**src/rtl/pipe_stall_ctrl.sv**
```systemverilog
// pipe_stall_ctrl: pipeline-register control downstream of hazard detection.
// Turns load-use stalls, EX-stage branch redirects, data-memory busy and
// WB-stage HALT into per-stage write enables and flush/bubble strobes.
// Optional feature macro: STALL_PERF_CNT_EN builds the stall/flush performance
// counters; without it both counter outputs are tied to zero.
module pipe_stall_ctrl #(
    parameter int LD_STALL_CYC = 1,   // freeze cycles per load-use request (1..7)
    parameter int CNT_W        = 16   // performance counter width
) (
    input  logic             clk,
    input  logic             rst_n,
    input  logic             ld_use_stall,
    input  logic             branch_taken,
    input  logic             dmem_stall,
    input  logic             halt_wb,
    output logic             pc_we,
    output logic             ifid_we,
    output logic             ifid_flush,
    output logic             idex_we,
    output logic             idex_flush,
    output logic             exmem_we,
    output logic             exmem_bubble,
    output logic             memwb_we,
    output logic             halted,
    output logic [CNT_W-1:0] stall_cnt,
    output logic [CNT_W-1:0] flush_cnt
);

    typedef enum logic [1:0] {RUN, LDSTALL, MEMWAIT, HALT} stateE;

    stateE      state, nextState;
    logic [2:0] ldCnt, nextLdCnt;
    logic       flushPend, nextFlushPend;
    // Write enables packed as {pc, ifid, idex, exmem, memwb}.
    logic [4:0] weVec;

    assign {pc_we, ifid_we, idex_we, exmem_we, memwb_we} = weVec;

    // Output decode and next-state logic; outputs react to inputs in the same cycle.
    always_comb begin
        // NOTE: every signal gets a default first so no path leaves it unassigned (no latch).
        nextState     = state;
        nextLdCnt     = ldCnt;
        nextFlushPend = flushPend;
        weVec         = 5'b11111;
        ifid_flush    = 1'b0;
        idex_flush    = 1'b0;
        exmem_bubble  = 1'b0;
        halted        = 1'b0;

        if (!rst_n) begin
            // Pipe is held empty while reset is asserted.
            weVec        = 5'b00000;
            ifid_flush   = 1'b1;
            idex_flush   = 1'b1;
            exmem_bubble = 1'b1;
        end else if (state == HALT) begin
            weVec  = 5'b00000;
            halted = 1'b1;
        end else if (halt_wb) begin
            weVec     = 5'b00000;
            nextState = HALT;
        end else if (dmem_stall) begin
            // Full freeze; a load-use countdown simply holds its place.
            weVec = 5'b00000;
            if (state != LDSTALL) begin
                nextState = MEMWAIT;
                // The redirect cannot be applied while frozen; remember it.
                if (branch_taken) nextFlushPend = 1'b1;
            end
        end else if (state == LDSTALL) begin
            // Keep the consumer in ID/EX, inject a bubble into EX/MEM.
            weVec        = 5'b00011;
            exmem_bubble = 1'b1;
            nextLdCnt    = ldCnt - 3'd1;
            if (ldCnt == 3'd1) nextState = RUN;
        end else begin
            // RUN, or the first unfrozen cycle after MEMWAIT.
            nextState = RUN;
            if (flushPend) begin
                ifid_flush    = 1'b1;
                idex_flush    = 1'b1;
                nextFlushPend = 1'b0;
            end
            if (ld_use_stall) begin
                // Branch outcome is based on stale operands this cycle, so it is ignored.
                weVec        = 5'b00011;
                exmem_bubble = 1'b1;
                if (LD_STALL_CYC > 1) begin
                    nextState = LDSTALL;
                    nextLdCnt = 3'(LD_STALL_CYC - 1);
                end
            end else if (branch_taken) begin
                ifid_flush = 1'b1;
                idex_flush = 1'b1;
            end
        end
    end

    // FSM state, load-use countdown and deferred-flush flag.
    always_ff @(posedge clk) begin
        // NOTE: sequential state uses non-blocking assignments so all flops update together.
        if (!rst_n) begin
            state     <= RUN;
            ldCnt     <= 3'd0;
            flushPend <= 1'b0;
        end else begin
            state     <= nextState;
            ldCnt     <= nextLdCnt;
            flushPend <= nextFlushPend;
        end
    end

`ifdef STALL_PERF_CNT_EN
    // Saturating counters: frozen-PC cycles outside HALT, and cycles a flush is applied.
    always_ff @(posedge clk) begin
        if (!rst_n) begin
            stall_cnt <= '0;
            flush_cnt <= '0;
        end else begin
            if (state != HALT && !pc_we && stall_cnt != '1)
                stall_cnt <= stall_cnt + 1'b1;
            if (ifid_flush && flush_cnt != '1)
                flush_cnt <= flush_cnt + 1'b1;
        end
    end
`else
    assign stall_cnt = '0;
    assign flush_cnt = '0;
`endif

endmodule
```
**config.mk**
```make
export PLATFORM = sky130hd
export DESIGN_NAME = pipe_stall_ctrl
export DESIGN_NICKNAME = d
export VERILOG_FILES = /design/src/rtl/pipe_stall_ctrl.sv
export SDC_FILE = /design/constraint.sdc
export NUM_CORES = 1
export LEC_CHECK = 0
export BUFFER_PORTS_ARGS = -buffer_cell sky130_fd_sc_hd__clkbuf_2
export CORE_MARGIN = 10
export CORE_UTILIZATION = 39
export DETAILED_ROUTE_END_ITERATION = 8
export MAX_ROUTING_LAYER = met4
export PLACE_DENSITY = 0.8
export SYNTH_ARGS = -nofsm -noshare
export SYNTH_HDL_FRONTEND = slang
export SYNTH_SLANG_ARGS = --single-unit
```
**constraint.sdc**
```tcl
create_clock -name clk -period 1.3 [get_ports clk]
set_input_delay 0 -clock clk [delete_from_list [all_inputs] [get_ports clk]]
set_output_delay 0 -clock clk [all_outputs]
set_load 0.01 [all_outputs]
```
# Word level (Yosys, flattened, before mapping)
# Index checks and enable logic that the tools add are counted.
# word_totals
reg_bits	6
in_bits	6
output_inout_bits	41
# classes
addsub	1
eq_ne	9
muxes	31
n_bitwise	3
n_reduce_logical	3
# ops
op	n
$mux W5	6
$mux W1	20
$mux W2	5
$reduce_and A5 Y1	1
$ne A2 B1 Y1 const B	2
$ne A2 B2 Y1 const B	2
$ne A4 B3 Y1 const B	1
$reduce_and A4 Y1	1
$eq A3 B1 Y1 const B	1
$ne A3 B1 Y1 const B	1
$not A1 Y1	3
$reduce_and A3 Y1	1
$sub A3 B1 Y3 const B	1
$eq A2 B1 Y1 const B	1
$eq A2 B2 Y1 const B	1

# Depth between registers and ports, before layout
# logic_depth
depth_word	8
mapped_depth	5
ltp_nobuf	5

# Worst setup path after synthesis
# No wires, ideal clock.
# synth_timing
path_type	register to output
startpoint	register state[0]
endpoint	output port ifid_flush
arrival_ns	1.321
required_ns	1.300
path_slack_ns	-0.021
path_stages_with_launch	5
path_buffers	2
cell_sequence	dfxtp_1 -> buf_6 -> or3_2 -> o21ai_1 -> buf_4
# synth_via
elab_chain_cells	6
# synth_lines
element	line	source
from (decl)	31	stateE state, nextState;
from (signal assigned)	108	state <= nextState;
$eq A2 B1 Y1	71	end else if (state == LDSTALL) begin
$mux W1 (3 in a row)	--	
$mux W1 (*) (2 in a row)	--	
to (decl)	18	output logic ifid_flush,
# Mark *: on every way between the ends. The rest lies on a longest branch, timed or not.

# Final worst setup path
# layout_timing
startpoint	register ldCnt[1]
endpoint	register state[0]
# layout_via
elab_chain_cells	3
# layout_lines
element	line	source
from (decl)	32	logic [2:0] ldCnt, nextLdCnt;
from (signal assigned)	109	ldCnt <= nextLdCnt;
$eq A3 B1 Y1	76	if (ldCnt == 3'd1) nextState = RUN;
$ne A4 B3 Y1 (no line)	--	
$reduce_and A3 Y1 (no line)	--	
# No other way between the ends.
# A chain may end at the register's enable or synchronous reset.

==> run metrics <==
clk sinks=6; via count=~430; Unique masters post-synth=25; core area=about 1500 sq um; Die Ht=~60 microns; status=completed; antenna-violating nets left=0; worst reg2reg path depth=5; Finish-stage setup viols=0; reg-to-reg critical path startpoint=ldCnt[1]; share of cells above drive strength 1=0.356; Rows=14; drt wl/cell=roughly 13 microns; Nets=100; Syn Std Cell Area=about 640 sq um; critical path arrival=1.39 ns; hold_sp=branch_taken; synthesis-to-layout area growth=-0.391%; DRC errors left=0; largest net degree at the start of global routing=12; post-synth top area share=0.423; ys flop type=dfxtp_1; hold endpoint=flushPend; first drt pass iteration count=2; I/O Buffers=14; warnings from Yosys=0; main area contributors after synthesis=buf_4 (42%), dfxtp_1 (19%), ha_1 (3.9%); Via density=around 4.1; n_diodes=0; Hold WS=roughly 0.018 ns; # IOs=47; most frequent cell after synthesis=buf_4; Fin Clk Skew=0.00130 ns; sequential area share after synthesis=0.188; Sequential Power Share=0.397; fill count=between 150 and 200; switching share of total power=0.337; synth cell count leaders=buf_4 (36), dfxtp_1 (6), nand2_1 (5); CP max FO=2; 1st-iter DRT viols=2; IR Drop Worst-Case VDD=718 uV; reg-to-reg setup timing slack=between 0.04 and 0.05 ns; Max Buffers Root-to-Sink=2; MaxCap Viol Count=0; routability congestion estimate=around 0.70; Finished Layout Cells=between 100 and 150; post-synth top area cell=buf_4; initial antenna violation count=0; Worst R2R End=state[0]; Synth Register Bits=6; clk slew on worst S/H paths=~0.05 ns; post-synthesis async set-or-reset flop share=0; root buffer cell=clkbuf_4; Max Slew Vio Count=0; total gr overflow=0; critical path launch point type=register; H-tree levels=1; clk_lat worst skew=approximately 0.25 ns; gr usage total=0.0686; hpwl dp=around 1.1 mm; Fmax=797 MHz; Pleak=0.351 nW; dpl cells=slightly above 100; Worst Path Class, Setup=reg2reg; Final Hold Viols=0; TritonCTS buffer count=3; syn_area_per_cell=just over 8 sq um; Initial Util=0.420; clock power share=0.336; part of the cycle the worst path needs=0.965; CTS Hold Bufs=0; worst hold stages=3; Syn Inst Count=a little under 80; pwr/cell area=roughly 800 nW/um^2; Die X-Extent=approximately 60 microns; Post-synth EDFFs=0; Worst EP required=about 1.4 ns; Pint=between 0.0003 and 0.0004 W; Final Critical Period=roughly 1.3 ns; DRT Wirelength=around 1.4 mm; first-pass GRT wire length=1.91 mm; Gate power share=0.267; CP Capture Type=register; P_sw=0.000176 W; number of global-route vias before repair=442; worst hold path class=in2reg; area of the die=about 3700 sq um; TritonCTS clock tree=yes
## per-stage QoR
| step | utilization | instance area, sq um | setup TNS (ns) | total power (W) | setup slack [ns] |
|---|---|---|---|---|---|
| 2_1_floorplan | - | 759 | 0 | 0.000381 | 0.0424 |
| 3_3_place_gp | 0.375 | 572 | 0 | 0.000331 | 0.104 |
| 3_5_place_dp | 0.375 | 572 | -0.00541 | 0.000335 | -0.00541 |
| 4_1_cts | 0.392 | 598 | 0 | 0.000520 | 0.00568 |
| 5_1_grt | 0.418 | 637 | -0.00397 | 0.000565 | -0.00397 |
| 6_report | 0.418 | 637 | 0 | 0.000521 | 0.0452 |
## state kept, by name, indices dropped and copies added, names as in the netlist
| name | cells |
|---|---|
| flushPend | 1 |
| ldCnt | 3 |
| state | 2 |
## timing repair
item | 4_1_cts | 5_1_grt
gates cloned | 0 | 0
pin swaps | 2 | 3
resized for setup | 1 | 11
buffers inserted | 0 | 1
setup endpoints to repair | 3 | 5
## worst max-delay path, cell delays in order (launching register included)
cell     delay (ns)
dfxtp_2        0.32
inv_2          0.07
ha_4           0.12
or4b_4         0.45
a21oi_2        0.15
nor2b_1        0.05
## cell type report
class / instances / area (sq um) / area share
Sequential cell: 6 / 126 / 0.198
Tap cell: 16 / 20.0 / 0.0314
Timing Repair Buffer: 16 / 85.1 / 0.134
Clock buffer: 3 / 22.5 / 0.0354
Multi-Input combinational cell: 62 / 372 / 0.583
Inverter: 3 / 11.3 / 0.0177
## power groups by stage
stage / clock network [W] / registers [W] / logic, W
floorplan: 0 / 0.000204 / 0.000177
global placement: 0 / 0.000207 / 0.000124
detailed placement: 0 / 0.000208 / 0.000127
CTS: 0.000187 / 0.000204 / 0.000129
global route: 0.000201 / 0.000208 / 0.000156
finish: 0.000175 / 0.000207 / 0.000139
## logic make-up after synthesis
logic type      count (synthesis)  share of synthesized area
xor+xnor                        1                     0.0137
flops                           6                      0.188
simple gates                   16                      0.159
mux                             3                     0.0489
other cells                     1                    0.00587
fa+ha+maj                       2                     0.0391
compound gates                  8                     0.0822
buf+inv                        41                      0.464
## how the worst max path moves through the flow
| stage | from | endpoint | depth (start not counted) |
|---|---|---|---|
| finish | ldCnt[1] | state[0] | 5 |
| floorplan | state[0] | ifid_flush | 4 |
| global placement | ldCnt[1] | state[0] | 5 |
| detailed placement | ldCnt[1] | state[0] | 5 |
| global route | ldCnt[1] | state[0] | 5 |
| CTS | ldCnt[1] | state[0] | 5 |
## metal layers
layer / global-route usage / part of all wire / vias to the layer above
li1: - / - / 205
met1: 0.0703 / 0.36 / 189
met2: 0.103 / 0.44 / 37
met3: 0.0564 / 0.18 / 2
met4: 0.00940 / 0.013 / 0
met5: - / 0 / -
## cell usage in the layout, fill, tap and decap left out, types with 2 or more instances in the layout
cell type,instances
a21oi_1,3
buf_4,2
clkbuf_2,13
clkbuf_4,3
conb_1,32
dfxtp_1,3
dfxtp_2,2
inv_1,2
mux2i_1,2
nand2_1,5
nor2_1,3
Note: power is estimated with default switching activity, not from simulation.
